[config.mk]
export PLATFORM = sky130hd
export DESIGN_NAME = multicycle_ctrl
export DESIGN_NICKNAME = d
export VERILOG_FILES = /design/src/rtl/multicycle_ctrl.sv
export SDC_FILE = /design/constraint.sdc
export NUM_CORES = 1
export LEC_CHECK = 0
export BUFFER_PORTS_ARGS = -buffer_cell sky130_fd_sc_hd__clkbuf_2
export CORE_MARGIN = 2
export CORE_UTILIZATION = 35
export DETAILED_ROUTE_END_ITERATION = 6
export PLACE_DENSITY = 0.69
export SLEW_MARGIN = 25
export SYNTH_ARGS = -nofsm -noshare
export SYNTH_HDL_FRONTEND = slang
export SYNTH_SLANG_ARGS = --single-unit
[constraint.sdc]
create_clock -name clk_i -period 2.5 [get_ports clk_i]
set_clock_uncertainty 0.05 [all_clocks]
set_input_delay 0.375 -clock clk_i [delete_from_list [all_inputs] [get_ports clk_i]]
set_output_delay 0.375 -clock clk_i [all_outputs]
set_load 0.01 [all_outputs]
[src/rtl/multicycle_ctrl.sv]
// Multicycle MIPS-style control unit: Moore FSM driving the datapath strobes,
// with a memory-wait timeout, an illegal-opcode trap and a retired-instruction count.
module multicycle_ctrl #(
  parameter int MEM_TIMEOUT     = 15,
  parameter bit HALT_ON_ILLEGAL = 1'b1,
  parameter int CNT_W           = 32
) (
  input  logic             clk_i,
  input  logic             rst_i,
  input  logic [5:0]       instr_op_i,
  input  logic [5:0]       funct_op_i,
  input  logic             mem_ready_i,
  output logic             pc_write_o,
  output logic             ir_write_o,
  output logic             mem_read_o,
  output logic             mem_write_o,
  output logic             iord_o,
  output logic             reg_write_o,
  output logic             branch_o,
  output logic [1:0]       reg_dst_o,
  output logic [1:0]       mem_to_reg_o,
  output logic             alu_src_a_o,
  output logic [1:0]       alu_src_b_o,
  output logic [2:0]       alu_op_o,
  output logic [1:0]       pc_source_o,
  output logic [2:0]       branch_type_o,
  output logic [3:0]       state_o,
  output logic             illegal_o,
  output logic             fault_o,
  output logic [CNT_W-1:0] instr_count_o
);

  localparam logic [3:0] S_FETCH    = 4'd0;
  localparam logic [3:0] S_DECODE   = 4'd1;
  localparam logic [3:0] S_MEM_ADDR = 4'd2;
  localparam logic [3:0] S_MEM_RD   = 4'd3;
  localparam logic [3:0] S_MEM_WB   = 4'd4;
  localparam logic [3:0] S_MEM_WR   = 4'd5;
  localparam logic [3:0] S_EXEC     = 4'd6;
  localparam logic [3:0] S_R_WB     = 4'd7;
  localparam logic [3:0] S_BRANCH   = 4'd8;
  localparam logic [3:0] S_JUMP     = 4'd9;
  localparam logic [3:0] S_IMM_EXEC = 4'd10;
  localparam logic [3:0] S_IMM_WB   = 4'd11;
  localparam logic [3:0] S_HALT     = 4'd12;

  localparam int WAIT_W =
    (MEM_TIMEOUT < 2) ? 1 : $clog2(MEM_TIMEOUT + 1);
  localparam logic [WAIT_W-1:0] WAIT_LIM =
    WAIT_W'(MEM_TIMEOUT - 1);

  logic [3:0]        state_q, state_d;
  logic [WAIT_W-1:0] wait_q, wait_d;
  logic              fault_q, fault_d;
  logic [CNT_W-1:0]  cnt_q, cnt_d;

  logic is_rtype;
  logic is_nop;
  logic is_jr;
  logic is_rop;
  logic is_branch;
  logic is_imm;
  logic is_mem;
  logic is_jump;
  logic is_jal;
  logic is_illegal;
  logic mem_wait;
  logic timeout;
  logic retire;

  always_comb begin
    is_rtype   = (instr_op_i == 6'h00);
    is_nop     = is_rtype && (funct_op_i == 6'h00);
    is_jr      = is_rtype && (funct_op_i == 6'h08);
    is_rop     = is_rtype && !is_nop && !is_jr;
    is_branch  = instr_op_i inside {6'h04, 6'h05, 6'h06, 6'h01};
    is_imm     = instr_op_i inside {6'h08, 6'h0B, 6'h0D, 6'h0F};
    is_mem     = instr_op_i inside {6'h23, 6'h2B};
    is_jump    = instr_op_i inside {6'h02, 6'h03};
    is_jal     = (instr_op_i == 6'h03);
    is_illegal = !(is_rtype || is_branch || is_imm
                   || is_mem || is_jump);
  end

  // A wait cycle is one spent in a memory state without mem_ready_i;
  // a ready on the limit cycle is not a wait, so it advances normally.
  always_comb begin
    mem_wait = !mem_ready_i &&
               ((state_q == S_FETCH) ||
                (state_q == S_MEM_RD) ||
                (state_q == S_MEM_WR));
    timeout  = mem_wait && (wait_q == WAIT_LIM);
  end

  always_ff @(posedge clk_i or posedge rst_i) begin
    if (rst_i) begin
      state_q <= S_FETCH;
      wait_q  <= '0;
      fault_q <= 1'b0;
      cnt_q   <= '0;
    end else begin
      state_q <= state_d;
      wait_q  <= wait_d;
      fault_q <= fault_d;
      cnt_q   <= cnt_d;
    end
  end

  always_comb begin
    state_d = state_q;
    case (state_q)
      S_FETCH: begin
        if (mem_ready_i) state_d = S_DECODE;
      end
      S_DECODE: begin
        unique case (1'b1)
          is_nop:     state_d = S_FETCH;
          is_jr:      state_d = S_JUMP;
          is_rop:     state_d = S_EXEC;
          is_branch:  state_d = S_BRANCH;
          is_imm:     state_d = S_IMM_EXEC;
          is_mem:     state_d = S_MEM_ADDR;
          is_jump:    state_d = S_JUMP;
          is_illegal: state_d = HALT_ON_ILLEGAL ? S_HALT : S_FETCH;
        endcase
      end
      S_MEM_ADDR: begin
        state_d = (instr_op_i == 6'h23) ? S_MEM_RD : S_MEM_WR;
      end
      S_MEM_RD: begin
        if (mem_ready_i) state_d = S_MEM_WB;
      end
      S_MEM_WB:   state_d = S_FETCH;
      S_MEM_WR: begin
        if (mem_ready_i) state_d = S_FETCH;
      end
      S_EXEC:     state_d = S_R_WB;
      S_R_WB:     state_d = S_FETCH;
      S_BRANCH:   state_d = S_FETCH;
      S_JUMP:     state_d = S_FETCH;
      S_IMM_EXEC: state_d = S_IMM_WB;
      S_IMM_WB:   state_d = S_FETCH;
      S_HALT:     state_d = S_HALT;
      default:    state_d = S_HALT;
    endcase
    if (timeout) state_d = S_HALT;
  end

  always_comb begin
    retire = 1'b0;
    case (state_q)
      S_DECODE: retire = is_nop;
      S_MEM_WR: retire = mem_ready_i;
      S_MEM_WB,
      S_R_WB,
      S_IMM_WB,
      S_BRANCH,
      S_JUMP:   retire = 1'b1;
      default:  retire = 1'b0;
    endcase
  end

  always_comb begin
    if (state_d != state_q) wait_d = '0;
    else if (mem_wait)      wait_d = wait_q + WAIT_W'(1);
    else                    wait_d = wait_q;
    fault_d = fault_q | timeout;
    cnt_d   = cnt_q + CNT_W'(retire);
  end

  always_comb begin
    pc_write_o    = 1'b0;
    ir_write_o    = 1'b0;
    mem_read_o    = 1'b0;
    mem_write_o   = 1'b0;
    iord_o        = 1'b0;
    reg_write_o   = 1'b0;
    branch_o      = 1'b0;
    reg_dst_o     = 2'b00;
    mem_to_reg_o  = 2'b00;
    alu_src_a_o   = 1'b0;
    alu_src_b_o   = 2'b00;
    alu_op_o      = 3'b000;
    pc_source_o   = 2'b00;
    branch_type_o = 3'b000;
    illegal_o     = 1'b0;
    case (state_q)
      S_FETCH: begin
        mem_read_o  = 1'b1;
        alu_src_b_o = 2'b01;
        ir_write_o  = mem_ready_i;
        pc_write_o  = mem_ready_i;
      end
      S_DECODE: begin
        alu_src_b_o = 2'b11;
        illegal_o   = is_illegal;
      end
      S_MEM_ADDR: begin
        alu_src_a_o = 1'b1;
        alu_src_b_o = 2'b10;
      end
      S_MEM_RD: begin
        mem_read_o = 1'b1;
        iord_o     = 1'b1;
      end
      S_MEM_WB: begin
        reg_write_o  = 1'b1;
        mem_to_reg_o = 2'b01;
      end
      S_MEM_WR: begin
        mem_write_o = 1'b1;
        iord_o      = 1'b1;
      end
      S_EXEC: begin
        alu_src_a_o = 1'b1;
        alu_op_o    = 3'b010;
      end
      S_R_WB: begin
        reg_write_o = 1'b1;
        reg_dst_o   = 2'b01;
      end
      S_IMM_EXEC: begin
        alu_src_a_o = 1'b1;
        alu_src_b_o = 2'b10;
        case (instr_op_i)
          6'h0B:   alu_op_o = 3'b111;
          6'h0D:   alu_op_o = 3'b110;
          default: alu_op_o = 3'b101;
        endcase
      end
      S_IMM_WB: begin
        reg_write_o = 1'b1;
      end
      S_BRANCH: begin
        alu_src_a_o = 1'b1;
        alu_op_o    = 3'b001;
        branch_o    = 1'b1;
        pc_source_o = 2'b01;
        case (instr_op_i)
          6'h05:   branch_type_o = 3'b010;
          6'h06:   branch_type_o = 3'b001;
          6'h01:   branch_type_o = 3'b011;
          default: branch_type_o = 3'b000;
        endcase
      end
      S_JUMP: begin
        pc_write_o  = 1'b1;
        pc_source_o = is_jr ? 2'b11 : 2'b10;
        if (is_jal) begin
          reg_write_o  = 1'b1;
          reg_dst_o    = 2'b10;
          mem_to_reg_o = 2'b11;
        end
      end
      default: ;
    endcase
  end

  assign state_o       = state_q;
  assign fault_o       = fault_q;
  assign instr_count_o = cnt_q;

endmodule

# After elaboration in Yosys (flattened, before gate mapping)
# Cells that the tools add are included.
# word_totals
ram_bits	0
mem_bits_ro	0
in_bits	15
regBits	41
latch_bits	0
mem_count	0
# classes
reduce_logical	31
div	0
n_eq_ne	26
n_shift	0
muxes	31
n_lt_le_gt_ge	0
n_addsub	2
mul	0
bitwise_logic	1
# ops
cell	n
$add A32 B1 Y32	1
$pmux W4 S8	1
$eq A6 B4 Y1 const B	5
$pmux W4 S7	1
$mux W4	6
$eq A4 B4 Y1 const B	5
$eq A6 B3 Y1 const B	3
$eq A4 B3 Y1 const B	4
$pmux W2 S2	4
$eq A6 B2 Y1 const B	2
$eq A6 B6 Y1 const B	2
$logic_not A6 Y1	2
$pmux W2 S3	2
$mux W1	9
$pmux W3 S3	1
$eq A4 B2 Y1 const B	2
$reduce_bool A4 Y1	2
$reduce_or A2 Y1	4
$eq A6 B1 Y1 const B	1
$logic_and A1 B1 Y1	6
$logic_or A1 B1 Y1	6
$mux W2	3
$reduce_bool A2 Y1	3
$reduce_or A5 Y1	1
other kinds (11)	15

# Logic depth before layout (Yosys ltp)
# Gate-level depths: netlist (run 1).
# depth
depth_word	12
mapped_depth	14
mapped_depth_nobuf	13

# Worst setup path after synthesis (run 1)
# Ideal clock, no wire load.
# synth_timing
path_type	input to register
from	input instr_op_i[3]
to	register cnt_q[28], in the netlist instr_count_o[28]
path_slack_ps	-278
t_required_ps	2371
path_stages	11
path_buffers	1
arrival_ps	2649
setup_time_ps	79
cell_sequence	buf_2 -> nor4_1 -> nand4_1 -> o31ai_1 -> ha_1 -> ha_1 -> and3_1 -> nand2_1 -> or3_1 -> nor3_1 -> xor2_1
# synth_between
elab_chain_len	4
# synth_rtl
element	line_no	source
from (decl)	10	input logic [5:0] instr_op_i,
$logic_not A6 Y1	72	is_rtype = (instr_op_i == 6'h00);
$logic_and A1 B1 Y1	73	is_nop = is_rtype && (funct_op_i == 6'h00);
$pmux W1 S3	151	case (state_q)
$add A32 B1 Y32	168	cnt_d = cnt_q + CNT_W'(retire);
net cnt_d[28]	55	logic [CNT_W-1:0] cnt_q, cnt_d;
to (signal assigned)	105	cnt_q <= cnt_d;
to (decl)	55	
# The timed path passes the listed nets, and every way through them passes these cells.
# A chain may end at the register's enable or synchronous reset.

# Worst setup path in the final report (run 1)
# layout_timing
from	input instr_op_i[4]
to	register cnt_q[28], in the netlist instr_count_o[28]
# Same word-level chain as after synthesis.

==> results of run 1 <==
## worst reg2reg max path: cells and delay by family (launching register included)
| family | cells | cell delay [ns] |
|---|---|---|
| AO/OA/AOI/OAI | 1 | 0.21 |
| XOR/XNOR | 1 | 0.17 |
| AND/OR/NAND/NOR | 6 | 1.01 |
| flip-flops | 1 | 0.46 |
| adder cells (fa/ha/maj) | 2 | 0.40 |
## per-layer routing
layer  track usage [%]  up-vias  part of all wire [%]
met2              27.4       80                    47
met1              22.1     1186                    45
met3              3.23       18                   5.3
li1                  -     1236                     -
met5                 0        -                     0
met4              6.51        0                   2.5
## cells in the final DEF, fill, tap and decap left out, drive strengths merged, types with 5 or more instances in the layout
master / synthesis / layout
nor3: 20 / 20
inv: 12 / 12
o21ai: 12 / 12
nor4: 5 / 5
nand3: 17 / 17
buf: 8 / 35
nand2: 39 / 39
xnor2: 23 / 23
nor2: 31 / 31
dfrtp: 41 / 41
nand4: 6 / 6
and3: 10 / 10
clkbuf: 5 / 79
xor2: 12 / 12
a21oi: 8 / 8
## report_power, final
| part | internal, W | switching (W) | total, W | leakage, nW |
|---|---|---|---|---|
| Clock | 0.000325 | 0.000235 | 0.000560 | 0.0574 |
| Combinational | 0.0000342 | 0.0000543 | 0.0000885 | 1.08 |
| Sequential | 0.000663 | 0.000000509 | 0.000664 | 0.548 |
## cells by family (layout without fill, tap and decap cells)
logic type                 count (synthesis)  after routing  synth area share [%]
and+or+nand+nor                          153            153                  29.6
DFF                                       41             41                  40.2
AOI/OAI and AO/OA                         38             38                  10.9
xor gates and xnor gates                  35             35                  12.0
buffers and inverters                     25            128                  4.41
adders and majority gates                  4              4                  1.96
muxes                                      2              2                 0.784
other                                      1              1                 0.147
## what timing repair did
item | 4_1_cts | 5_1_grt
setup endpoints to repair | 1 | 15
setup buffers | 0 | 2
pin swaps | 0 | 4
resized for setup | 1 | 4
## flip-flops by register name, summed over array words and instances, names as in the netlist
signal and cells:
state_o 4, wait_q 4, fault_o 1, instr_count_o 32
## final cells by class
type / instances / area [um^2]
inverter: 12 / 45.0
timing repair buffer: 108 / 628
clock buffer: 6 / 82.6
sequential: 41 / 1030
fill: 696 / 3730
tap: 99 / 124
multi-input combinational: 233 / 1500
clock inverter: 2 / 37.5
## stage by stage
stage | TNS [ns] | worst slack, ns | instance area [um^2]
final | 0 | 0.0786 | 3450
after global routing | -0.0278 | -0.0242 | 3450
after CTS | 0 | 0.0177 | 3410
after detailed placement | -3.09 | -0.309 | 3290
after global placement | -1.85 | -0.206 | 3290
after floorplan | -0.115 | -0.0437 | 2630
## final timing paths
kind                                         from                end  slack [ns]  cells past startpoint
worst min-delay path                        rst_i          wait_q[2]        0.13                      3
worst min register to register  instr_count_o[31]  instr_count_o[31]        0.43                      1
max in group asynchronous                   rst_i         state_o[1]        1.90                      3
worst max-delay path                instr_op_i[4]  instr_count_o[28]        0.08                     11
worst max register to register         state_o[1]  instr_count_o[28]        0.13                     10
min in group clk_i              instr_count_o[31]  instr_count_o[31]        0.43                      1
==> impl_summary.txt, run 1 <==
----------------------------------------------------
[Critical path]
  Crit start category ... input port
  Worst path arrival time ... approximately 2.6 ns
  Type of destination of the critical path ... register
  Max stage delay cell, worst path ... sky130_fd_sc_hd__or3_4
  Bufs and invs on worst path ... 1
  Required time at the endpoint of the critical path ... 2.67 ns
  WS Path Type ... input port to register
  Top Family by Delay on Critical Path ... simple AND/OR/NAND/NOR gates
  Max incr delay on CP ... ~0.37 ns
  Series of cell instances along the critical path ... clkbuf_2 > nor4_4 > nand4_1 > o31ai_2 > ha_2 > ha_4 > and3_4 > nand2_2 > or3_4 > nor3_2 > xor2_1
  CP Max Fanout ... 4

[Clock network]
  Number of buffers inserted by hold repair at cts ... 0
  Clock tree from TritonCTS ... built
  Buffer type at the clock tree root ... sky130_fd_sc_hd__clkbuf_8
  Maximum count of clock buffers along a single path ... 2
  TritonCTS Buffers ... 5
  CTS H-tree lvls ... 2
  Skew-Pair Late Insertion Delay ... 0.29 ns
  Clock sink count ... 41
  Clock transition at the register clock pins on the worst setup and hold paths after CTS ... 0.08 ns

[STA]
  Fmax ... 413 MHz
  Worst hold slack across all endpoints ... 0.129 ns
  Setup repair after global routing missed its margin ... true
  Period utilisation layout ... 96.9%
  Transition time at the pin with the least slew margin ... 0.512 ns
  Final-report hold violation count ... 0
  Slew margin rel. ... approximately two thirds
  Total count of max-transition violations in the final report ... 0
  Number of endpoints failing setup at the final stage ... 0
  Clock period minus final worst setup slack ... 2.42 ns

[Synth]
  Number of enable-type register cells in the synthesized netlist ... 0
  Sequential-to-total area share from yosys stat ... 40.2%
  Synthesis warning total ... 0
  Predominant post-synthesis flop cell ... sky130_fd_sc_hd__dfrtp_1
  Syn Std Cell Area ... 2550 um^2
  Library cell occupying the most area in the post-synthesis netlist ... sky130_fd_sc_hd__dfrtp_1
  Post-synthesis sequential element count ... 41
  Synth Instances ... 299
  Most instantiated library cell after synthesis ... sky130_fd_sc_hd__dfrtp_1
  Count of cell types in the netlist ... 50
  Total nets after synthesis ... between 300 and 400
  Syn avg cell area ... 8.54 um^2
  Share of the synthesized area in the top cell type ... 40.2%
  List of most frequent post-synthesis cells ... 41 x sky130_fd_sc_hd__dfrtp_1, 39 x sky130_fd_sc_hd__nand2_1, 31 x sky130_fd_sc_hd__nor2_1
  Proportion of register bits with asynchronous set or reset after synthesis ... 100%
  Cells taking the most area after synthesis ... sky130_fd_sc_hd__dfrtp_1 40%, sky130_fd_sc_hd__xnor2_1 7.9%, sky130_fd_sc_hd__nand2_1 5.7%, sky130_fd_sc_hd__nor2_1 4.6%, sky130_fd_sc_hd__xor2_1 4.1%

[Floorplan]
  Die extent in y ... 89.4 um
  Row count ... 31
  CORE AREA ... 7180 um^2
  Total Die Area ... 8000 um^2
  Starting density of the core ... a little over a third
  Die span in x ... a little under 90 um
  Number of I/O pins ... 75

[Outcome]
  Status ... complete, no violations

[Layout]
  Net count reported at finish ... 420
  Signed area change from the synthesized netlist to the final layout ... 34.9%
  Layout cell share with drive strength beyond 1 ... 35.8%
  Number of antenna repair diodes ... 0
  Final Util ... 48.0%
  Number of standard cells in the final layout excluding fillers ... 501

[Route]
  Via Count ... about 2500
  Post-DR wirelength/cell ... 13.4 um
  First DRT Iteration DRCs ... 102
  Remaining DRCs ... 0
  DRT Wirelength ... approximately 6.7 mm
  Number of nets still failing antenna checks after routing ... 0
  Vias per cell ... 5.03
  First-pass detailed-route iteration total ... 4

[Worst hold path]
  Worst hold path class ... input port to asynchronous set/reset pin

[Job]
  Number of violations of the max-capacitance limit ... 0

[Global route]
  Total congestion overflow ... 0
  Number of antenna violations at the first check in global routing ... 0
  Via count of the first global-routing pass ... 2348
  First-pass GRT wire length ... 10.8 mm
  Largest net degree at the start of global routing ... 42
  Combined global-route utilization of all metal layers ... 16.9%

[Power and ir drop]
  Worst-case vdd ir drop ... 202 uV
  Leakage power ... 1.69 nW
  Pwr Total ... 0.00131 W
  Power density over the cells ... around 380 nW/um^2

[Place]
  RePlAce Congestion ... 0.908
  Port Buffer Count ... between 70 and 80
  Final HPWL from detailed placement ... 5.20 mm
  Number of cells in the design after placement ... roughly 500

----------------------------------------------------
Note: power is estimated with default switching activity, not from simulation.
==> inputs of run 2 (changes only) <==
--- a/config.mk
+++ b/config.mk
@@ -7,9 +7,9 @@
 export LEC_CHECK = 0
 export BUFFER_PORTS_ARGS = -buffer_cell sky130_fd_sc_hd__clkbuf_2
 export CORE_MARGIN = 2
-export CORE_UTILIZATION = 35
+export CORE_UTILIZATION = 47
 export DETAILED_ROUTE_END_ITERATION = 6
-export PLACE_DENSITY = 0.69
+export PLACE_DENSITY = 0.86
 export SLEW_MARGIN = 25
 export SYNTH_ARGS = -nofsm -noshare
 export SYNTH_HDL_FRONTEND = slang
==> impl_summary.txt, run 2 (synthesized netlist as in run 1, its figures left out) <==
----------------------------------------------------
[Global route]
  Largest net degree at the start of global routing ... 42 (unchanged)
  Number of antenna violations at the first check in global routing ... 0 (unchanged)
  Total congestion overflow ... 0 (unchanged)
  First-pass GRT wire length ... 10.8 mm (about the same)
  Via count of the first global-routing pass ... 2395 (+2.0%)
  Combined global-route utilization of all metal layers ... 21.9% (+5.1 points)

[Layout]
  Commonest cells after routing, fill and taps aside ... 73 x sky130_fd_sc_hd__clkbuf_2, 40 x sky130_fd_sc_hd__dfrtp_1, 37 x sky130_fd_sc_hd__nand2_1
  Layout cell share with drive strength beyond 1 ... 35.4% (-0.47 points)
  Number of antenna repair diodes ... 0 (unchanged)
  Flip-flop count of the largest register, all copies and words added ... 32 (unchanged)
  Number of fill cells in the layout ... 454 (-35%)
  Combined flip-flop and latch cell area ... 1030 um^2 (unchanged)
  Signed area change from the synthesized netlist to the final layout ... 30.4%
  Most common cell after layout, fill and taps aside ... sky130_fd_sc_hd__clkbuf_2
  Multi-input gate area ... 1500 um^2 (-0.25%)
  Net count reported at finish ... 414 (-1.4%)

[Route]
  Remaining DRCs ... 0 (unchanged)
  Post-DR wirelength/cell ... 13.7 um (+2.0%)
  Via Count ... 2485 (-1.4%)
  First-pass detailed-route iteration total ... 4 (unchanged)
  Number of nets still failing antenna checks after routing ... 0 (unchanged)
  Amount of wire on met3 after detailed routing ... 330 um (-7.3%)
  Wire length on met1 ... 2.83 mm (-7.2%)
  Top Layer Used ... met4
  DRT Wirelength ... 6.38 mm (-5.1%)
  Vias per cell ... 5.33 (+6.0%)
  Met2 Wirelength ... 3.17 mm (+0.76%)
  First DRT Iteration DRCs ... 86 (-16%)

[STA]
  Transition time at the pin with the least slew margin ... 0.509 ns (-0.00339 ns)
  Slew margin rel. ... 66.1% (+0.23 points)
  Fmax ... 412 MHz (-0.20%)
  Total count of max-transition violations in the final report ... 0 (unchanged)
  Number of endpoints failing setup at the final stage ... 0 (unchanged)
  Final-report hold violation count ... 0 (unchanged)
  Period utilisation layout ... 97.1% (+0.20 points)
  Clock period minus final worst setup slack ... 2.43 ns (+0.00489 ns)
  Worst hold slack across all endpoints ... 0.132 ns (+0.00362 ns)
  Setup TNS ... 0 ns (unchanged)
  Post-route setup slack ... 0.0737 ns (-0.00489 ns)

[Clock network]
  Number of buffers inserted by hold repair at cts ... 0 (unchanged)
  Clock tree from TritonCTS ... built
  Clock transition at the register clock pins on the worst setup and hold paths after CTS ... 0.08 ns (about the same)
  CTS H-tree lvls ... 2 (unchanged)
  Maximum count of clock buffers along a single path ... 2 (unchanged)
  Skew-Pair Late Insertion Delay ... 0.29 ns (about the same)
  TritonCTS Buffers ... 5 (unchanged)
  Buffer type at the clock tree root ... sky130_fd_sc_hd__clkbuf_8
  Clock sink count ... 41 (unchanged)

[Place]
  Port Buffer Count ... 73 (unchanged)
  Final HPWL from detailed placement ... 4.97 mm (-4.5%)
  RePlAce Congestion ... 0.923 (+1.7%)
  DP Worst Slack ... -0.294 ns (+0.0151 ns)

[Floorplan]
  Die extent in y ... 77.7 um (-13%)
  CORE AREA ... 5170 um^2 (-28%)
  Die span in x ... 77.7 um (-13%)
  Total Die Area ... 6040 um^2 (-24%)
  Number of I/O pins ... 75 (unchanged)
  Starting density of the core ... 49.4% (+14 points)
  Row count ... 26 (-16%)

[Power and ir drop]
  Power density over the cells ... 353 nW/um^2 (-7.4%)
  Worst-case vdd ir drop ... 207 uV (+2.4%)
  Leakage power ... 1.65 nW (-2.5%)
  Pwr Total ... 0.00117 W (-10%)

[Critical path]
  Worst path arrival time ... 2.59 ns (about the same)
  Crit start category ... input port
  WS Path Type ... input port to register
  Type of destination of the critical path ... register
  Required time at the endpoint of the critical path ... 2.66 ns (about the same)
  CP Max Fanout ... 4 (unchanged)

[Worst hold path]
  Worst hold path class ... input port to asynchronous set/reset pin

[Outcome]
  Status ... complete, no violations

[Job]
  Number of violations of the max-capacitance limit ... 0 (unchanged)

----------------------------------------------------
run 2: worst paths after layout:
| check | startpoint | endpoint | slack [ns] | cells after the start |
|---|---|---|---|---|
| setup reg to reg | state_o[1] | instr_count_o[30] | 0.13 | 13 |
| hold / removal | rst_i | instr_count_o[21] | 0.13 | 3 |
| hold reg to reg | fault_o | fault_o | 0.43 | 1 |
| setup / recovery | instr_op_i[4] | instr_count_o[30] | 0.07 | 11 |
| max in group asynchronous | rst_i | state_o[1] | 1.90 | 3 |
| min in group clk_i | fault_o | fault_o | 0.43 | 1 |
run 2: repair_timing:
action | CTS | global route
gates resized for setup | 1 | 7
gates cloned | 0 | 0
setup endpoints to repair | 2 | 14
pin swaps | 1 | 2
buffers inserted | 1 | 1
run 2: power breakdown:
part / switching, W / total [W] / internal [W]
sequential: 0.000000397 / 0.000664 / 0.000663
combinational: 0.0000537 / 0.0000857 / 0.0000320
clock: 0.000233 / 0.000426 / 0.000193
run 2: layout make-up:
cell class / count / area share, %
clock buffer: 5 / 2.07
clock inverter: 3 / 0.526
inverter: 12 / 1.35
multi-input combinational: 233 / 45.0
sequential: 41 / 30.8
tap: 70 / 2.63
timing repair buffer: 102 / 17.6
run 2: worst max-delay path, stage by stage:
cell	delay [ns]
sky130_fd_sc_hd__clkbuf_2	0.11
sky130_fd_sc_hd__nor4_4	0.28
sky130_fd_sc_hd__nand4_1	0.22
sky130_fd_sc_hd__o31ai_2	0.30
sky130_fd_sc_hd__ha_2	0.24
sky130_fd_sc_hd__ha_4	0.13
sky130_fd_sc_hd__and3_4	0.19
sky130_fd_sc_hd__nand2_2	0.05
sky130_fd_sc_hd__or3_4	0.37
sky130_fd_sc_hd__nor3_2	0.15
sky130_fd_sc_hd__xor2_1	0.17
run 2: per-layer routing:
metal	track usage [%]	up-vias
met5	0	-
met4	5.89	0
met3	4.65	8
met2	37.1	92
met1	28.3	1164
li1	-	1221
run 2: metrics by stage:
step	utilization (%)	cells	area, um^2
finish	64.4	466	3330
global route	64.4	466	3330
CTS	63.8	465	3300
detailed placement	61.9	456	3200
global placement	61.9	456	3200
floorplan	-	299	2630
